**src/rtl/ppa_sub16_pipe.sv**
```systemverilog
// Two-stage 16-bit Sklansky prefix subtractor: a - b - bin computed as a + ~b + ~bin,
// prefix levels 1-2 before the mid register, levels 3-4 plus post/flags before the output register.

module ppa_sub16_lvl #(
    parameter int SH = 0
) (
    input  logic [15:0] g_i,
    input  logic [15:0] p_i,
    output logic [15:0] g_o,
    output logic [15:0] p_o
);
    // Index j joins the group ending just below its 2^(SH+1)-aligned half-block.
    for (genvar j = 0; j < 16; j++) begin : g_bit
        localparam int K = ((j >> SH) << SH) - 1;
        if (((j >> SH) & 1) == 1) begin : g_comb
            assign g_o[j] = g_i[j] | (p_i[j] & g_i[K]);
            assign p_o[j] = p_i[j] & p_i[K];
        end else begin : g_pass
            assign g_o[j] = g_i[j];
            assign p_o[j] = p_i[j];
        end
    end
endmodule

module ppa_sub16_pipe (
    input  logic        clk_i,
    input  logic        rst_ni,
    input  logic        in_valid_i,
    output logic        in_ready_o,
    input  logic [15:0] a_i,
    input  logic [15:0] b_i,
    input  logic        bin_i,
    output logic        out_valid_o,
    input  logic        out_ready_i,
    output logic [15:0] diff_o,
    output logic        bout_o,
    output logic        ovf_o,
    output logic        zero_o
);
    logic        s1_valid_q, s1_valid_d;
    logic        out_valid_q;
    logic        s2_adv, in_xfer, out_load;

    logic [15:0] nb, p_pre;
    logic [14:0] g_pre;
    logic [15:0] g0, p0, g1, p1, g2_d, p2_d;
    logic [15:0] g2_q, p2_q, p_q;
    logic        a15_q, b15_q;

    logic [15:0] g3, p3, g4;
    logic [15:0] diff_d, diff_q;
    logic        carry, bout_d, ovf_d, zero_d;
    logic        bout_q, ovf_q, zero_q;

    assign s2_adv     = !out_valid_q || out_ready_i;
    assign in_ready_o = rst_ni && (!s1_valid_q || s2_adv);
    assign in_xfer    = in_valid_i && in_ready_o;
    assign out_load   = s2_adv && s1_valid_q;

    always_comb begin
        s1_valid_d = s1_valid_q;
        if (in_xfer)     s1_valid_d = 1'b1;
        else if (s2_adv) s1_valid_d = 1'b0;
    end

    // Prefix index 0 is the borrow-in slot; index i+1 carries bit i.
    assign nb    = ~b_i;
    assign p_pre = a_i ^ nb;
    assign g_pre = a_i[14:0] & nb[14:0];
    assign g0    = {g_pre, ~bin_i};
    assign p0    = {p_pre[14:0], 1'b0};

    ppa_sub16_lvl #(.SH(0)) u_lvl1 (.g_i(g0), .p_i(p0), .g_o(g1),   .p_o(p1));
    ppa_sub16_lvl #(.SH(1)) u_lvl2 (.g_i(g1), .p_i(p1), .g_o(g2_d), .p_o(p2_d));

    always_ff @(posedge clk_i or negedge rst_ni) begin
        if (!rst_ni) begin
            s1_valid_q <= 1'b0;
            g2_q       <= '0;
            p2_q       <= '0;
            p_q        <= '0;
            a15_q      <= 1'b0;
            b15_q      <= 1'b0;
        end else begin
            s1_valid_q <= s1_valid_d;
            if (in_xfer) begin
                g2_q  <= g2_d;
                p2_q  <= p2_d;
                p_q   <= p_pre;
                a15_q <= a_i[15];
                b15_q <= b_i[15];
            end
        end
    end

    ppa_sub16_lvl #(.SH(2)) u_lvl3 (.g_i(g2_q), .p_i(p2_q), .g_o(g3), .p_o(p3));

    // Last level only needs group generate; its propagate has no consumer.
    assign g4[7:0] = g3[7:0];
    for (genvar j = 8; j < 16; j++) begin : g_lvl4
        assign g4[j] = g3[j] | (p3[j] & g3[7]);
    end

    assign diff_d = p_q ^ g4;
    assign carry  = (a15_q & ~b15_q) | (p_q[15] & g4[15]);
    assign bout_d = ~carry;
    assign zero_d = (diff_d == 16'h0000);
    assign ovf_d  = (a15_q != b15_q) && (diff_d[15] != a15_q);

    always_ff @(posedge clk_i or negedge rst_ni) begin
        if (!rst_ni) begin
            out_valid_q <= 1'b0;
            diff_q      <= '0;
            bout_q      <= 1'b0;
            ovf_q       <= 1'b0;
            zero_q      <= 1'b0;
        end else if (s2_adv) begin
            out_valid_q <= s1_valid_q;
            if (out_load) begin
                diff_q <= diff_d;
                bout_q <= bout_d;
                ovf_q  <= ovf_d;
                zero_q <= zero_d;
            end
        end
    end

    assign out_valid_o = out_valid_q;
    assign diff_o      = diff_q;
    assign bout_o      = bout_q;
    assign ovf_o       = ovf_q;
    assign zero_o      = zero_q;
endmodule

```
**config.mk**
```make
export PLATFORM = sky130hd
export DESIGN_NAME = ppa_sub16_pipe
export DESIGN_NICKNAME = d
export VERILOG_FILES = /design/src/rtl/ppa_sub16_pipe.sv
export SDC_FILE = /design/constraint.sdc
export NUM_CORES = 1
export LEC_CHECK = 0
export ABC_AREA = 1
export CORE_ASPECT_RATIO = 1.1
export CORE_MARGIN = 4
export CORE_UTILIZATION = 25
export CTS_CLUSTER_DIAMETER = 120
export DETAILED_ROUTE_END_ITERATION = 7
export DONT_BUFFER_PORTS = 1
export GPL_TIMING_DRIVEN = 1
export RECOVER_POWER = 50
export SETUP_SLACK_MARGIN = 0.4
export SYNTH_ARGS = -nofsm -noshare
export SYNTH_HDL_FRONTEND = slang
export SYNTH_HIERARCHICAL = 1
export SYNTH_SLANG_ARGS = --single-unit
```
**constraint.sdc**
```tcl
create_clock -name clk_i -period 2.2 [get_ports clk_i]
set_input_delay 0.22 -clock clk_i [delete_from_list [all_inputs] [get_ports clk_i]]
set_output_delay 0.22 -clock clk_i [all_outputs]
set_load 0.005 [all_outputs]
```
Yosys cells after proc, flatten, opt, wreduce, memory -nomap -nowiden --
Index checks and enable logic that the tools add are counted.
Cells by class: multiplexer cells 2, reductions and logical operators 11, equality and inequality tests 2, bitwise gates (word level) 91
Operators by type and width (count):
- bitwise AND 1 bit | 51
- bitwise OR 1 bit | 33
- bitwise XOR 16 bit | 2
- logical NOT 16 bit | 1
- NOT 16 bit | 1
- bitwise AND 15 bit | 1
- logical AND 1 bit | 4
- NOT 1 bit | 3
- logical NOT 1 bit | 2
- logical OR 1 bit | 2
- 2-to-1 mux 1 bit | 2
- != test 1 bit | 2
- AND reduction 2 bit | 1
- nonzero test 2 bit | 1
Storage, ports and cells: word-level logic and storage cells 117, bits in registers 67, output and inout bits 21, input bits 37

Logic depth before layout (Yosys ltp) --
depth after elaboration 7, depth in mapped cells 12, depth with buffers taken out 11

By module --
The synthesis kept the hierarchy.
By module, submodules not included:
- ppa_sub16_pipe | area each 3298.2 um^2, cells an instance 401, instances 1
- ppa_sub16_lvl | area each 270.3 um^2, cells an instance 56, instances 3

Worst setup path after synthesis --
OpenSTA, ideal clock, no wires.
kind reg-to-reg, start register g2_q[3], end register zero_q, in the netlist zero_o, arrival time 1.552 ns, setup slack 0.583 ns, clock period less this slack 1.617 ns, stages on the path, launching flop included 13, setup time 0.066 ns, path through dfrtp_1 nand2_1 nand2_1 buf_2 a21o_1 ha_1 inv_1 nand3_1 nor2_1 nand2_1 nor2_1 nand2_1 nand2_1
Between the ends: longest elaborated chain between the ends 6
RTL lines:
- start, declared | RTL line 47 | logic [15:0] g2_q, p2_q, p_q;
- start signal, assigned | RTL line 87 | g2_q <= g2_d;
- bitwise AND 1 bit | RTL line 16 | assign g_o[j] = g_i[j] | (p_i[j] & g_i[K]);
- bitwise OR 1 bit | RTL line 16
- net g3[7] | RTL line 50 | logic [15:0] g3, p3, g4;
- bitwise AND 1 bit | RTL line 101 | assign g4[j] = g3[j] | (p3[j] & g3[7]);
- bitwise OR 1 bit | RTL line 101
- bitwise XOR 16 bit | RTL line 104 | assign diff_d = p_q ^ g4;
- net diff_d[15] | RTL line 51 | logic [15:0] diff_d, diff_q;
- logical NOT 16 bit | RTL line 107 | assign zero_d = (diff_d == 16'h0000);
- end signal, assigned | RTL line 123 | zero_q <= zero_d;
- end, declared | RTL line 53 | logic bout_q, ovf_q, zero_q;
The timed path passes the listed nets, and every way through them passes these cells. A chain may end at the register's enable or synchronous reset.

Final worst setup path --
Same ends and word-level chain as after synthesis.

==> impl_metrics.py <==
metrics = {
    "sta": {
        "final_period_minus_worst_setup_slack_ns": 1.62,
        "grt_setup_unrepaired": "false",
        "timing.slew.headroom_pct": 60.4,
        "finalSetupViolations": 0,
        "final_hold_viol_count": 67,
        "tns_ns": 0,
        "fin_hold_ws_ns": -0.415,
        "max_freq_mhz": 619,
        "worst_pin_slew_ns": 0.594,
        "finalClockSkew_ns": 0.00629,
        "fin_crit_share_pct": 73.5,
        "slew_violations": 0,
    },
    "route": {
        "drt-wirelength-per-cell_um": 11.0,
        "wirelength_mm": 7.62,
        "routed-via-count": 2681,
        "drt_drc_violations_left": 0,
        "detail_route.iter0.violations": 168,
        "detail_route.first_pass.iterations": 4,
        "vias_per_cell": 3.88,
        "final_antenna_net_count": 0,
    },
    "cts": {
        "clock_path_buffers": 2,
        "total_number_of_clock_tree_sinks": 67,
        "cts_inserted_buffers": 9,
        "post_cts_resized": 0,
        "clkSlewWorstSetupHoldPaths_ns": 0.06,
        "cts-htree-levels": 3,
        "cts_tree": "done",
        "cts.root.buffer_cell": "sky130_fd_sc_hd__clkbuf_16",
        "clock_insertion_delay_worst_skew_ns": 0.33,
        "cts_setup_buffers": 0,
    },
    "outcome": {
        "outcome": "finished with violations",
        "violations_in_the_final_reports": "negative hold slack",
    },
    "critical_path": {
        "slowest_stage": "sky130_fd_sc_hd__dfrtp_1",
        "worstSetupPathType": "reg2reg",
        "start_kind": "flip-flop",
        "cp.arrival_ns": 1.89,
        "crit_fanout": 7,
        "worst_path_most_repeated_cell": "sky130_fd_sc_hd__nand2_1",
        "setup.worst_path.end_class": "flip-flop",
        "cp_slowest_stage_delay_ns": 0.44,
        "worst_ep_required_time_ns": 2.47,
        "setup.reg_to_reg.worst_slack_ns": 0.58,
        "crit_path_cell_trace": "nand2_1 > nand2_1 > a21o_1 > ha_1 > inv_1 > nand3_1 > nor2_1 > nand2_1 > nor2_1 > nand2_1 > nand2_1",
    },
    "global_route": {
        "grt_use_total_pct": 9.39,
        "first_global_vias": 2591,
        "grt_util_met2_pct": 13.4,
        "groute.layer.met1.usage_pct": 13.3,
        "grt_overflow_total": 0,
        "grt.busiest_layer": "met2",
        "grt_start_max_net_pins": 69,
        "number_of_antenna_violations_at_the_first_check_in_global_routing": 0,
        "gr-usage-met3_pct": 2.58,
        "grt_pass1_wl_mm": 13.2,
    },
    "power": {
        "power.ir.vdd_worst_mv": 0.325,
        "p_sw_uw": 1120,
        "switching_share_pct": 30.9,
        "power.density_cell_area_nw_per_um2": 904,
        "power.combinational.fraction_pct": 17.8,
        "total_leakage_power_uw": 0.00233,
        "sequentialPowerShare_pct": 45.7,
        "intPower_uw": 2520,
        "power.share.clock_pct": 36.5,
    },
    "logic_synthesis": {
        "synth_area_per_cell_sq_um": 7.26,
        "synth.net_count": 585,
        "synth_cells": 531,
        "netlist_area_sq_um": 3850,
        "synth.yosys.warnings": 6,
    },
    "die": {
        "floorplan.initialDensity_pct": 25.5,
        "fp.dieArea_sq_um": 17500,
        "floorplan.die.height_um": 138,
        "placeableCoreArea_sq_um": 15100,
        "pin_count": 58,
        "floorplan.die.width_um": 126,
        "floorplan.rows": 47,
    },
    "hold_path": {
        "worst_hold_path_type": "in2async",
    },
    "cells_and_area": {
        "seqCellArea_sq_um": 1680,
        "area_of_combinational_cells_with_multiple_inputs_sq_um": 1460,
        "drive_above_1_share_pct": 4.85,
        "number_of_cells_in_the_finished_layout_apart_from_fillers": 691,
        "finalNetCount": 544,
        "antennaDiodeCount": 0,
        "design_area_sq_um": 4030,
        "filler_cell_count": 1642,
        "layout_overhead_on_the_synthesized_area_pct": 4.48,
    },
    "job": {
        "maxCapViolations": 0,
    },
    "placement": {
        "dp.cells": 675,
        "dp_hpwl_mm": 5.72,
        "gp_routability_congestion": 0.755,
        "postPlaceCellArea_sq_um": 3750,
        "io_buffers": 0,
    },
}
worst paths after layout:
path,startpoint,to,cells after the start
worst max register to register,g2_q[3],zero_o,11
worst min-delay path,rst_ni,p_q[10],0
max in group asynchronous,rst_ni,diff_o[2],0
min in group clk_i,b_i[15],b15_q,2
worst max-delay path,g2_q[3],zero_o,11
worst min register to register,g2_q[14],g2_q[14],2
worst max-delay path: cells and delay by family, from the launching register on:
kind	cells	cell delay (ns)
adder cells (fa/ha/maj)	1	0.27
buffers and inverters	1	0.08
flip-flops	1	0.44
AO/OA/AOI/OAI	1	0.17
AND/OR/NAND/NOR	8	0.59
area by class of cell:
| cell class | count | share of cell area [%] |
|---|---|---|
| clock inverters | 6 | 1.03 |
| clock buffers | 10 | 5.93 |
| inverters | 87 | 8.11 |
| flip-flops and latches | 67 | 41.6 |
| well taps | 196 | 6.09 |
| repair buffers | 3 | 0.870 |
| multi-input cells | 322 | 36.3 |
power groups by stage:
stage / Combinational (uW) / Sequential [uW] / Clock, uW
2_1_floorplan: 625 / 1630 / 0
6_report: 647 / 1670 / 1330
5_1_grt: 777 / 1710 / 1420
3_3_place_gp: 652 / 1690 / 0
4_1_cts: 664 / 1680 / 1360
3_5_place_dp: 660 / 1700 / 0
registers in the layout, summed over array words and instances (netlist names):
signal and count:
a15_q 1, out_valid_o 1, p2_q 12, ovf_o 1, b15_q 1, diff_o 16, bout_o 1, zero_o 1
s1_valid_q 1, p_q 16, g2_q 16
metrics by stage:
stage | worst slack, ns | util, % | total power, uW
after CTS | 0.564 | 26.6 | 3700
after detailed placement | 0.575 | 24.8 | 2360
after global routing | 0.426 | 26.6 | 3910
final | 0.583 | 26.6 | 3640
after floorplan | 0.583 | - | 2260
after global placement | 0.611 | 24.8 | 2340
cells in the final DEF (no fill, tap or decap), drive strengths merged, types with 5 or more instances in the layout:
| master | instances |
|---|---|
| nand2 | 244 |
| ha | 17 |
| nor2 | 15 |
| xor2 | 5 |
| dfrtp | 67 |
| inv | 87 |
| clkbuf | 10 |
| a31oi | 6 |
| o21ai | 21 |
| nand3 | 8 |
metal layers:
| metal | vias up | part of all wire (%) |
|---|---|---|
| li1 | 1445 | - |
| met1 | 1163 | 51 |
| met2 | 64 | 41 |
| met3 | 9 | 6.4 |
| met4 | 0 | 2.0 |
| met5 | - | 0 |
(Power assumes the default switching activity.)
